--- config.mk ---
export PLATFORM = sky130hd
export DESIGN_NAME = ins_cache_flat
export DESIGN_NICKNAME = d
export VERILOG_FILES = /design/src/rtl/ins_cache_if.sv /design/src/rtl/ins_cache.sv /design/src/flat_wrapper.sv
export SDC_FILE = /design/constraint.sdc
export NUM_CORES = 2
export LEC_CHECK = 0
export BUFFER_PORTS_ARGS = -buffer_cell sky130_fd_sc_hd__buf_4
export CORE_MARGIN = 5
export CORE_UTILIZATION = 25
export CTS_BUF_LIST = sky130_fd_sc_hd__clkbuf_8 sky130_fd_sc_hd__clkbuf_16
export DETAILED_ROUTE_END_ITERATION = 10
export PLACE_DENSITY_LB_ADDON = 0.15
export RECOVER_POWER = 100
export SLEW_MARGIN = 20
export SYNTH_ARGS = -nofsm -noshare
export SYNTH_HDL_FRONTEND = slang
export SYNTH_SLANG_ARGS = --single-unit
--- constraint.sdc ---
create_clock -name clk -period 4.95 [get_ports clk]
set_input_delay 0.7425 -clock clk [delete_from_list [all_inputs] [get_ports clk]]
set_output_delay 0.7425 -clock clk [all_outputs]
set_load 0.02 [all_outputs]
--- src/rtl/ins_cache_if.sv ---
// Fetch-side and memory-controller-side signals of the instruction cache.
`ifndef RAM_ADR_W
`define RAM_ADR_W 32
`endif
`ifndef DAT_W
`define DAT_W 32
`endif

interface ins_cache_if;
  logic                  if_en_i;
  logic [`RAM_ADR_W-1:0] if_pc_i;
  logic                  if_en_o;
  logic [`DAT_W-1:0]     if_ins_o;
  logic                  mc_en_o;
  logic [`RAM_ADR_W-1:0] mc_adr_o;
  logic                  mc_en_i;
  logic [`DAT_W-1:0]     mc_dat_i;
  logic                  br_flag_i;

  modport slave (
    input  if_en_i, if_pc_i, mc_en_i, mc_dat_i, br_flag_i,
    output if_en_o, if_ins_o, mc_en_o, mc_adr_o
  );
  modport master (
    output if_en_i, if_pc_i, mc_en_i, mc_dat_i, br_flag_i,
    input  if_en_o, if_ins_o, mc_en_o, mc_adr_o
  );
endinterface

--- src/rtl/ins_cache.sv ---
// Direct-mapped read-only instruction cache; serves 32-bit windows at any
// halfword PC and refills whole lines one word at a time.
`ifndef RAM_ADR_W
`define RAM_ADR_W 32
`endif
`ifndef DAT_W
`define DAT_W 32
`endif

module ins_cache #(
  parameter int IDX_W = 4,
  parameter int OFF_W = 4
) (
  input  logic        clk,
  input  logic        rst,
  input  logic        en,
  ins_cache_if.slave  bus
);
  localparam int AW    = `RAM_ADR_W;
  localparam int DW    = `DAT_W;
  localparam int TAG_W = AW - IDX_W - OFF_W;
  localparam int WC_W  = OFF_W - 2;
  localparam int LINES = 1 << IDX_W;
  localparam int WPL   = 1 << WC_W;
  localparam int HW    = AW - 1;

  // PC in halfword units, split into its cache fields
  typedef struct packed {
    logic [TAG_W-1:0] tag;
    logic [IDX_W-1:0] idx;
    logic [WC_W-1:0]  wrd;
    logic             half;
  } hpc_t;

  typedef enum logic [1:0] {IDLE, CHECK, REFILL} state_t;

  state_t           st;
  logic [LINES-1:0] vld;
  logic [TAG_W-1:0] tag_mem [LINES];
  logic [DW-1:0]    dat_mem [LINES][WPL];
  logic [HW-1:0]    req_hpc;
  hpc_t             lo, hi;
  logic             lo_hit, hi_hit;
  logic [DW-1:0]    lo_word, hi_word;
  logic [DW/2-1:0]  lo_half, hi_half;
  logic [TAG_W-1:0] miss_tag, ref_tag;
  logic [IDX_W-1:0] miss_idx, ref_idx;
  logic [WC_W-1:0]  cnt;
  logic             killed;
  logic             unused_pc0;

  assign unused_pc0 = bus.if_pc_i[0];

  // the hi halfword wraps modulo the address space
  assign lo = hpc_t'(req_hpc);
  assign hi = hpc_t'(req_hpc + HW'(1));

  assign lo_hit  = vld[lo.idx] && (tag_mem[lo.idx] == lo.tag);
  assign hi_hit  = vld[hi.idx] && (tag_mem[hi.idx] == hi.tag);
  assign lo_word = dat_mem[lo.idx][lo.wrd];
  assign hi_word = dat_mem[hi.idx][hi.wrd];
  assign lo_half = lo.half ? lo_word[DW-1:DW/2] : lo_word[DW/2-1:0];
  assign hi_half = hi.half ? hi_word[DW-1:DW/2] : hi_word[DW/2-1:0];

  // lo line is always refilled first
  assign miss_tag = lo_hit ? hi.tag : lo.tag;
  assign miss_idx = lo_hit ? hi.idx : lo.idx;

  always_ff @(posedge clk) begin
    if (rst) begin
      st           <= IDLE;
      vld          <= '0;
      req_hpc      <= '0;
      ref_tag      <= '0;
      ref_idx      <= '0;
      cnt          <= '0;
      killed       <= 1'b0;
      bus.if_en_o  <= 1'b0;
      bus.if_ins_o <= '0;
      bus.mc_en_o  <= 1'b0;
      bus.mc_adr_o <= '0;
    end else if (en) begin
      bus.if_en_o <= 1'b0;
      case (st)
        IDLE: begin
          if (bus.if_en_i && !bus.br_flag_i) begin
            req_hpc <= bus.if_pc_i[AW-1:1];
            st      <= CHECK;
          end
        end
        CHECK: begin
          if (bus.br_flag_i) begin
            st <= IDLE;
          end else if (lo_hit && hi_hit) begin
            bus.if_en_o  <= 1'b1;
            bus.if_ins_o <= {hi_half, lo_half};
            st           <= IDLE;
          end else begin
            ref_tag       <= miss_tag;
            ref_idx       <= miss_idx;
            vld[miss_idx] <= 1'b0;
            cnt           <= '0;
            killed        <= 1'b0;
            bus.mc_en_o   <= 1'b1;
            bus.mc_adr_o  <= {miss_tag, miss_idx, {WC_W{1'b0}}, 2'b00};
            st            <= REFILL;
          end
        end
        REFILL: begin
          if (bus.br_flag_i) killed <= 1'b1;
          if (bus.mc_en_o && bus.mc_en_i) begin
            bus.mc_en_o <= 1'b0;
            if (&cnt) begin
              vld[ref_idx]     <= 1'b1;
              tag_mem[ref_idx] <= ref_tag;
              st               <= (killed || bus.br_flag_i) ? IDLE : CHECK;
            end else begin
              cnt <= cnt + 1'b1;
            end
          end else if (!bus.mc_en_o) begin
            bus.mc_en_o  <= 1'b1;
            bus.mc_adr_o <= {ref_tag, ref_idx, cnt, 2'b00};
          end
        end
        default: st <= IDLE;
      endcase
    end
  end

  // data array has no reset; valid bits guard it
  always_ff @(posedge clk) begin
    if (!rst && en && st == REFILL && bus.mc_en_o && bus.mc_en_i)
      dat_mem[ref_idx][cnt] <= bus.mc_dat_i;
  end
endmodule
--- src/flat_wrapper.sv ---
// flat-port wrapper written by rule: the top's interface ports become plain ports
module ins_cache_flat 
#(
  parameter int IDX_W = 4,
  parameter int OFF_W = 4
)
  (clk, rst, en, bus_if_en_i, bus_if_pc_i, bus_mc_en_i, bus_mc_dat_i, bus_br_flag_i, bus_if_en_o, bus_if_ins_o, bus_mc_en_o, bus_mc_adr_o);
  ins_cache_if bus_i ();
  input  logic clk;
  input  logic rst;
  input  logic en;
  input wire logic [$bits(bus_i.if_en_i)-1:0] bus_if_en_i;
  input wire logic [$bits(bus_i.if_pc_i)-1:0] bus_if_pc_i;
  input wire logic [$bits(bus_i.mc_en_i)-1:0] bus_mc_en_i;
  input wire logic [$bits(bus_i.mc_dat_i)-1:0] bus_mc_dat_i;
  input wire logic [$bits(bus_i.br_flag_i)-1:0] bus_br_flag_i;
  output wire logic [$bits(bus_i.if_en_o)-1:0] bus_if_en_o;
  output wire logic [$bits(bus_i.if_ins_o)-1:0] bus_if_ins_o;
  output wire logic [$bits(bus_i.mc_en_o)-1:0] bus_mc_en_o;
  output wire logic [$bits(bus_i.mc_adr_o)-1:0] bus_mc_adr_o;
  assign bus_i.if_en_i = bus_if_en_i;
  assign bus_i.if_pc_i = bus_if_pc_i;
  assign bus_i.mc_en_i = bus_mc_en_i;
  assign bus_i.mc_dat_i = bus_mc_dat_i;
  assign bus_i.br_flag_i = bus_br_flag_i;
  assign bus_if_en_o = bus_i.if_en_o;
  assign bus_if_ins_o = bus_i.if_ins_o;
  assign bus_mc_en_o = bus_i.mc_en_o;
  assign bus_mc_adr_o = bus_i.mc_adr_o;
  ins_cache #(.IDX_W(IDX_W), .OFF_W(OFF_W)) u_core (.clk(clk), .rst(rst), .en(en), .bus(bus_i));
endmodule
==> results.py <==
metrics = {
    "finish": {
        "layout-drive-gt1-share_pct": 36.4,
        "fillerInstances": 46900,
        "synthToLayoutAreaGrowth_pct": 17.3,
        "multi_input_comb_area_um2": 42400,
        "final-seq-area_um2": 76000,
        "post-route-cell-area_um2": 141000,
        "fin_cells": 13000,
        "design.final.nets": 6423,
    },
    "yosys": {
        "yosys_warnings": 0,
        "most_numerous_cell_in_the_yosys_netlist": "edfxtp_1",
        "main_combinational_cell_family_by_area_after_synthesis": "multiplexers",
        "synth_area_leader_cell": "edfxtp_1",
        "yosys.area_share.xor_xnor_pct": 0.574,
        "ys_top_cells_by_area": "edfxtp_1, mux4_2, dfxtp_1",
        "ys_types": 80,
        "ys_async_sr_fraction_pct": 0,
        "seq_area_frac_synth_pct": 63.3,
        "synth_top_cell_area_share_pct": 60.8,
        "post_synth_instance_area_um2": 120000,
        "synth_cells": 5955,
        "synth_top_cells_by_count": "edfxtp_1, mux4_2, clkbuf_1",
        "ys_ff_latch": 2580,
        "avgSynthCellArea_um2": 20.2,
        "yosys_most_used_dff": "edfxtp_1",
        "synth-adder-area-share_pct": 0.0521,
        "synth-edff-count": 2432,
        "post_synth_and_or_nand_nor_area_fraction_pct": 2.63,
        "compound_gate_fraction_of_synth_area_pct": 2.49,
        "synth_mux_area_share_pct": 29.1,
    },
    "place": {
        "placement.io_buffers": 132,
        "routabilityCongestion": 0.838,
        "post-place-cells": 12400,
        "dp_hpwl_um": 269000,
        "placed_cell_area_um2": 132000,
    },
    "timing": {
        "fin_skew_ns": 0.0637,
        "max_slew.worst_pin.slew_ns": 3.24,
        "maxClockFrequency_mhz": 205,
        "final_number_of_hold_violating_endpoints": 0,
        "timing.final.setup_violations": 0,
        "timing.final.crit_period_ns": 4.87,
        "timing_max_transition_violations_final": 2940,
        "maxSlewHeadroom_pct": -116,
        "post_route_clock_period_utilization_pct": 98.4,
        "rsz_0062_raised_after_global_routing": "false",
    },
    "clock_tree": {
        "max-clock-path-buffers": 4,
        "tritoncts_num_sinks": 2580,
        "cts_root_buffer": "clkbuf_16",
        "clock_tree.htree_level_count": 5,
        "cts_tree": "done",
        "worst_skew_pair.late_latency_ns": 0.96,
        "clk_pin_slew_ns": 0.06,
        "cts_inserted_buffers": 306,
    },
    "power": {
        "leakagePower_nw": 40.4,
        "peakVddDrop_uv": 272,
        "power.density_nw_per_um2": 353,
    },
    "detailed_routing": {
        "post_drt_via_cell_ratio": 5.16,
        "drt_pre_antenna_iters": 5,
        "vias": 67100,
        "drtAntennaViolNets": 0,
        "first_iter_violations": 6800,
        "remaining_drc_errors": 0,
        "wl_um": 454000,
        "mean_routed_wirelength_per_cell_um": 34.9,
    },
    "setup_path": {
        "critical_path_class": "flop to flop",
        "critPathMaxFanout": 14,
        "worst_ep_arrival_time_ns": 5.42,
        "cp_data_required_time_ns": 5.49,
        "crit_path_end_kind": "flop",
        "critical_path.startpoint_type": "flop",
    },
    "floorplan": {
        "num_io_pins": 136,
        "start_util_pct": 25.1,
        "rows": 254,
        "horizontal_die_dimension_um": 703,
        "floorplan.core_area_um2": 479000,
        "floorplan.die_area_um2": 494000,
        "die-height_um": 703,
    },
    "outcome": {
        "failed_checks": "max-capacitance violations, max-slew violations",
        "status": "complete, but fails checks",
    },
    "global_routing": {
        "gr-total-overflow": 0,
        "antenna_found_initial": 44,
        "largest_net_degree_at_the_start_of_global_routing": 129,
        "grt_first_pass_wirelength_um": 614000,
        "total_routing_usage_gr_pct": 17.9,
        "first_global_vias": 70000,
    },
    "flow_run": {
        "cap_violations": 69,
    },
    "worst_hold_path": {
        "hold_path_class": "primary input to flop",
    },
}
==> per-stage QoR <==
stage / total power [W] / TNS [ns] / util (%) / hold slack (ns) / worst slack [ns]
2_1_floorplan: 0.0257 / 0 / - / 0.470 / 0.974
3_3_place_gp: 0.0271 / 0 / 27.6 / 0.481 / 0.0356
3_5_place_dp: 0.0271 / -0.897 / 27.6 / 0.472 / -0.102
4_1_cts: 0.0503 / 0 / 29.8 / 0.00882 / 0.00517
5_1_grt: 0.0513 / 0 / 29.4 / 0.0586 / 0.0140
6_report: 0.0497 / 0 / 29.4 / 0.112 / 0.0787
==> final timing paths <==
check / start / slack [ns] / cells after the start / endpoint
worst min-delay path: bus_if_pc_i[22] / 0.11 / 3 / u_core.lo[21]
worst min register to register: u_core.bus.mc_adr_o[30] / 0.49 / 2 / u_core.bus.mc_adr_o[30]
worst max-delay path: u_core.st[0] / 0.08 / 7 / u_core.dat_mem[6][80]
worst max register to register: u_core.st[0] / 0.08 / 7 / u_core.dat_mem[6][80]
==> flip-flops by register name (all words and copies together) (netlist names), named ones only <==
name,flops
u_core.tag_mem,384
u_core.vld,16
u_core.lo,31
u_core.ref_idx,4
u_core.cnt,2
u_core.dat_mem,2048
u_core.bus.if_ins_o,32
u_core.bus.mc_adr_o,30
u_core.killed,1
u_core.bus.mc_en_o,1
u_core.bus.if_en_o,1
u_core.ref_tag,24
u_core.st,2
==> layout make-up <==
cell class                 instances  share of cell area [%]
timing repair buffer             570                    3.04
clock inverter                   238                    1.63
sequential                      2580                    54.0
inverter                          19                  0.0577
clock buffer                     316                    5.53
antenna                           17                  0.0302
multi-input combinational       2871                    30.1
tap                             6400                    5.68
==> placed cells by master, fill, tap and decap left out, drive strengths merged, types with 58 or more instances in the layout <==
cell type  count
a21oi         72
a22oi         58
buf          324
clkbuf       548
clkinv       122
dfxtp        148
edfxtp      2432
inv           91
mux2i        233
mux4        1438
nand2        242
nand3         87
nor2         168
o21ai         62
==> power breakdown <==
group / leakage, nW / internal (W) / switching, W / total (W)
combinational: 12.7 / 0.00108 / 0.00165 / 0.00273
clock: 5.17 / 0.0134 / 0.00971 / 0.0231
sequential: 22.5 / 0.0239 / 0.0000414 / 0.0239
==> cell families after synthesis <==
logic type | count (synthesis)
buffers and inverters | 505
XOR/XNOR | 77
flip-flops | 2580
other | 1
AO/OA/AOI/OAI | 420
AND/OR/NAND/NOR | 677
adder cells (fa/ha/maj) | 5
multiplexers | 1690
==> routing by layer <==
layer	vias to the layer above	part of all wire (%)	global-route usage, %
met4	6	2.5	4.10
li1	26700	-	-
met3	578	5.0	2.16
met5	-	0.0088	0
met2	2231	48	29.8
met1	37600	44	25.1
==> worst max-delay path, stage by stage, from the launching register on <==
cell and delay (ns):
dfxtp_1 0.37, nand2b_2 0.21, or3_1 0.59, nor2_1 0.34
nand2_1 0.69, clkbuf_1 0.35, nor2_1 1.20, clkbuf_2 0.73
==> what timing repair did <==
action / CTS / global route
hold endpoints to repair: 14 / 0
gates resized for setup: 2 / 5
pin swaps: 0 / 1
hold buffers: 14 / 0
endpoints found under the setup margin: 28 / 59
gates cloned: 0 / 1
buffers inserted: 0 / 4
Power figures use the tool's default switching activity.
